===== src/rtl/julia_iterator.sv =====
// Fixed-point Julia-set escape-time iterator: one z <- z^2 + c step per clock,
// with a valid/ready request side, a held result side and synchronous abort.
module julia_iterator #(
  parameter int WIDTH      = 22,
  parameter int FRACTIONAL = 11
) (
  input  logic                    clk,
  input  logic                    rst,
  input  logic                    in_valid,
  output logic                    in_ready,
  input  logic signed [WIDTH-1:0] z0_real,
  input  logic signed [WIDTH-1:0] z0_imag,
  input  logic signed [WIDTH-1:0] c_real,
  input  logic signed [WIDTH-1:0] c_imag,
  input  logic        [7:0]       max_iter,
  input  logic                    abort,
  output logic                    out_valid,
  input  logic                    out_ready,
  output logic        [7:0]       out_iter,
  output logic                    out_escaped
);

  localparam int PW = 2 * WIDTH;
  localparam int MW = 2 * WIDTH + 1;
  // |z|^2 >= 4.0, expressed in the squared (2*FRACTIONAL) fixed-point scale
  localparam logic signed [MW-1:0] ESC_LIMIT = MW'(4) <<< (2 * FRACTIONAL);

  typedef enum logic [1:0] {
    S_IDLE,
    S_ITER,
    S_DONE
  } state_t;

  state_t                  r_state;
  logic signed [WIDTH-1:0] r_zr;
  logic signed [WIDTH-1:0] r_zi;
  logic signed [WIDTH-1:0] r_cr;
  logic signed [WIDTH-1:0] r_ci;
  logic        [7:0]       r_n;
  logic        [7:0]       r_max;
  logic                    r_out_valid;
  logic        [7:0]       r_out_iter;
  logic                    r_out_escaped;

  logic signed [PW-1:0]    w_zr_ext;
  logic signed [PW-1:0]    w_zi_ext;
  logic signed [PW-1:0]    w_p_rr;
  logic signed [PW-1:0]    w_p_ii;
  logic signed [PW-1:0]    w_p_ri;
  logic signed [MW-1:0]    w_p_ri2;
  logic signed [MW-1:0]    w_mag2;
  logic signed [WIDTH-1:0] w_sq_r;
  logic signed [WIDTH-1:0] w_sq_i;
  logic signed [WIDTH-1:0] w_cross;
  logic signed [WIDTH-1:0] w_zr_next;
  logic signed [WIDTH-1:0] w_zi_next;
  logic                    w_escape;
  logic                    w_limit;

  assign w_zr_ext = PW'(r_zr);
  assign w_zi_ext = PW'(r_zi);
  assign w_p_rr   = w_zr_ext * w_zr_ext;
  assign w_p_ii   = w_zi_ext * w_zi_ext;
  assign w_p_ri   = w_zr_ext * w_zi_ext;

  // The escape test uses the exact squared magnitude; the doubling of the
  // cross term happens before the rescale so no fraction bit is lost.
  assign w_mag2   = MW'(w_p_rr) + MW'(w_p_ii);
  assign w_p_ri2  = MW'(w_p_ri) <<< 1;

  assign w_sq_r    = WIDTH'(w_p_rr >>> FRACTIONAL);
  assign w_sq_i    = WIDTH'(w_p_ii >>> FRACTIONAL);
  assign w_cross   = WIDTH'(w_p_ri2 >>> FRACTIONAL);
  assign w_zr_next = w_sq_r - w_sq_i + r_cr;
  assign w_zi_next = w_cross + r_ci;

  assign w_escape = (w_mag2 >= ESC_LIMIT);
  assign w_limit  = (r_n == r_max);

  assign in_ready    = (r_state == S_IDLE);
  assign out_valid   = r_out_valid;
  assign out_iter    = r_out_iter;
  assign out_escaped = r_out_escaped;

  always_ff @(posedge clk or posedge rst) begin
    if (rst) begin
      r_state       <= S_IDLE;
      r_zr          <= '0;
      r_zi          <= '0;
      r_cr          <= '0;
      r_ci          <= '0;
      r_n           <= '0;
      r_max         <= '0;
      r_out_valid   <= 1'b0;
      r_out_iter    <= '0;
      r_out_escaped <= 1'b0;
    end else begin
      case (r_state)
        S_IDLE: begin
          if (in_valid) begin
            r_zr    <= z0_real;
            r_zi    <= z0_imag;
            r_cr    <= c_real;
            r_ci    <= c_imag;
            r_max   <= max_iter;
            r_n     <= '0;
            r_state <= S_ITER;
          end
        end
        S_ITER: begin
          // Abort wins over termination; escape wins over the iteration limit
          if (abort) begin
            r_state <= S_IDLE;
          end else if (w_escape || w_limit) begin
            r_out_iter    <= r_n;
            r_out_escaped <= w_escape;
            r_out_valid   <= 1'b1;
            r_state       <= S_DONE;
          end else begin
            r_zr <= w_zr_next;
            r_zi <= w_zi_next;
            r_n  <= r_n + 8'd1;
          end
        end
        S_DONE: begin
          if (abort || out_ready) begin
            r_out_valid <= 1'b0;
            r_state     <= S_IDLE;
          end
        end
        default: begin
          r_out_valid <= 1'b0;
          r_state     <= S_IDLE;
        end
      endcase
    end
  end

endmodule


===== config.mk =====
export PLATFORM = sky130hd
export DESIGN_NAME = julia_iterator
export DESIGN_NICKNAME = d
export VERILOG_FILES = /design/src/rtl/julia_iterator.sv
export SDC_FILE = /design/constraint.sdc
export NUM_CORES = 2
export LEC_CHECK = 0
export BUFFER_PORTS_ARGS = -buffer_cell sky130_fd_sc_hd__buf_2
export CAP_MARGIN = 20
export CORE_MARGIN = 1.5
export CORE_UTILIZATION = 25
export DETAILED_ROUTE_END_ITERATION = 10
export PLACE_DENSITY_LB_ADDON = 0.08
export SLEW_MARGIN = 20
export SYNTH_ARGS = -nofsm -noshare
export SYNTH_HDL_FRONTEND = slang
export SYNTH_SLANG_ARGS = --single-unit
export TNS_END_PERCENT = 5

===== constraint.sdc =====
create_clock -name clk -period 23.5 [get_ports clk]
set_clock_uncertainty 0.2 [all_clocks]
set_input_delay 2.35 -clock clk [delete_from_list [all_inputs] [get_ports clk]]
set_output_delay 2.35 -clock clk [all_outputs]
set_load 0.005 [all_outputs]

==> flow_summary.ini <==
[finish]
ff_latch_area_um2 = 2928
final_area_um2 = 58820
nFillCells = 23510
drive_gt1_share_pct = 4.551
multi_input_area_um2 = 44580
nets = 7886
syn2layout_area_growth_pct = 8.057

[synthesis]
synth_edf_count = 0
syn_inst = 6043
synthArstFlopShare_pct = 100.0
syn_area_um2 = 54430
avgSynthCellArea_um2 = 9.007
synth-seq-cells = 116
yosysUniqueCellTypes = 78
synth_ff_type = dfrtp_1
ys_warn_count = 0
synth.yosys.seq_area_share_pct = 5.333

[floorplan]
io_pins = 112
num_rows = 171
fp.dieH_um = 469.6
die_w_um = 469.6
core_um2 = 216700
start_util_pct = 25.11
die-area_um2 = 220500

[route]
highest_layer = met4
num_vias = 38060
routed_wl_um = 178400
route.met2.wl_um = 91940
drt_iter0_markers = 1419
wl_per_cell_um = 20.11
antenna_left = 0
viasPerCell = 4.288
drc = 0
first_pass_iters = 5
wl_met1_um = 80380
wl_met3_um = 3417

[timing]
slew_viol_final = 0
setup_viol = 0
worst_pin_slew_ns = 1.015
finalSetupTns_ns = 0
max_freq_mhz = 68.05
fin_crit_ns = 14.70
final.period_utilization_pct = 62.53
hold_violations = 0
rsz0062_at_grt = false
max_slew_margin_pct = 32.16

[grt]
globalRoute.totalOverflow = 0
grt_pass1_wl_um = 277300
antenna_found_initial = 8
grt_max_degree = 61
track_usage_pct = 16.83
grt_pass1_vias = 43240

[run]
max_cap_violations = 0

[critical_path]
crit_path_top_delay_cell = clkinv_1
critical_path_class = flop to flop
start_kind = flop
slowest_delay_ns = 0.84
cp_max_fo = 47
critPathBufInv = 8
cpMostUsedCell = fa_1
end_kind = flop
cp.required_ns = 23.70
cp_top_family = compound AO/OA/AOI/OAI gates
cp_data_arrival_time_ns = 14.90

[clock_network]
clockBufferDepth = 2
cts_buffers = 17
cts.reportedPaths.clkPinSlew_ns = 0.07
cts_sinks = 116
clock-root-buffer = clkbuf_16
clk-insertion-delay-late_ns = 0.56
cts_max_level = 4
cts_setup_buffers = 0
hold_buffers = 0
cts_tree = done
cts_resized = 0

[status]
status = finished clean

[placement]
port_buffers = 111
hpwl_um = 145800
gp_congestion = 0.7845
post_dp_cell_area_um2 = 58250

[hold_path]
min-delay-path-class = flop to flop
## layer usage
metal  vias to the layer above  global-route usage, %
li1                      17730                      -
met1                     19870                  22.35
met2                       371                  30.15
met3                        84                  1.115
met4                         0                  2.970
met5                         -                      0
## through the flow
step	hold WS (ns)	setup slack (ns)	utilization [%]	cells
floorplan	0.2523	12.33	-	6044
global placement	0.2774	8.772	26.87	8842
detailed placement	0.2734	8.592	26.88	8842
CTS	0.3004	8.437	27.14	8874
global route	0.3172	7.787	27.14	8874
finish	0.2923	8.805	27.14	8875
## sequential cells by signal (all words and copies together), names as in the netlist
| name | cells |
|---|---|
| r_zr | 22 |
| out_escaped | 1 |
| r_n | 8 |
| r_zi | 22 |
| r_ci | 22 |
| r_max | 8 |
| r_state | 2 |
| out_iter | 8 |
| out_valid | 1 |
| r_cr | 22 |
## cells by family (layout without fill, tap and decap cells)
kind of cell             after synthesis  count (layout)  share of synthesized area (%)
XOR/XNOR                             222             222                          3.572
flip-flops                           116             116                          5.333
other                                  1               3                       0.006889
adder cells (fa/ha/maj)             1778            1778                          58.83
buffers and inverters               1857            1833                          12.83
AND/OR/NAND/NOR                     1478            1478                          12.27
AO/OA/AOI/OAI                        561             561                          6.570
multiplexers                          30              30                         0.5884
## Yosys cell counts (9+ instances only)
| master | instances | area [µm²] |
|---|---|---|
| o21a_1 | 28 | 210.2 |
| or3_1 | 15 | 93.84 |
| o21bai_1 | 14 | 105.1 |
| xnor2_1 | 162 | 1419 |
| ha_1 | 476 | 5956 |
| o211ai_1 | 14 | 105.1 |
| fa_1 | 1302 | 26070 |
| o21ai_0 | 95 | 475.5 |
| nor2_1 | 174 | 653.1 |
| nand4_1 | 11 | 68.82 |
| and3_1 | 20 | 125.1 |
| and2_1 | 252 | 1577 |
| nand2b_1 | 42 | 262.8 |
| or2_2 | 11 | 68.82 |
| a31oi_1 | 16 | 100.1 |
| a21o_1 | 71 | 533.0 |
| o21ai_1 | 33 | 165.2 |
| clkbuf_1 | 227 | 852.1 |
| nand2_1 | 838 | 3146 |
| inv_1 | 1614 | 6058 |
| mux2i_1 | 14 | 140.1 |
| nand3_1 | 35 | 175.2 |
| xor2_1 | 60 | 525.5 |
| dfrtp_1 | 116 | 2903 |
| nor3_1 | 23 | 115.1 |
| mux2_1 | 11 | 123.9 |
| a211oi_1 | 34 | 255.2 |
| a21oi_1 | 170 | 850.8 |
| nor2b_1 | 33 | 206.5 |
| a211o_1 | 9 | 78.83 |
## layout by cell type, fill, tap and decap left out, drive strengths merged, types with 20 or more instances in the layout
master / Yosys / layout
inv: 1616 / 1627
fa: 1302 / 1302
nand2: 838 / 838
ha: 476 / 476
and2: 252 / 252
buf: 11 / 182
nor2: 174 / 174
a21oi: 173 / 173
xnor2: 162 / 162
o21ai: 128 / 128
dfrtp: 116 / 116
a21o: 71 / 71
xor2: 60 / 60
nand2b: 42 / 42
nand3: 35 / 35
a211oi: 34 / 34
nor2b: 33 / 33
o21a: 28 / 28
nor3: 23 / 23
and3: 20 / 20
## area by class of cell
cell class,instances,area share [%]
Multi-Input combinational cell,4071,75.80
Inverter,1619,10.34
Tap cell,2854,6.071
Sequential cell,116,4.978
Timing Repair Buffer,182,1.851
Clock buffer,17,0.7233
Clock inverter,15,0.2340
Antenna cell,1,0.004255
## final timing paths
kind / start / end / slack (ns) / cells past startpoint
worst max-delay path: r_zr[5] / r_zi[5] / 8.80 / 44
worst min-delay path: r_ci[0] / r_ci[0] / 0.29 / 2
worst max register to register: r_zr[5] / r_zi[5] / 8.80 / 44
worst min register to register: r_ci[0] / r_ci[0] / 0.29 / 2
max in group asynchronous: rst / r_zr[16] / 19.86 / 3
min in group asynchronous: rst / r_zi[8] / 1.77 / 2
## worst reg2reg max path, delay by kind of cell, from the launching register on
family / cells / cell delay, ns
AO/OA/AOI/OAI: 19 / 6.15
adder cells (fa/ha/maj): 9 / 3.53
buffers and inverters: 8 / 2.51
AND/OR/NAND/NOR: 7 / 1.70
flip-flops: 1 / 0.34
XOR/XNOR: 1 / 0.13
Power is not shown: default switching activity piles up to over one toggle a cycle in this logic, so the estimate is an artifact.
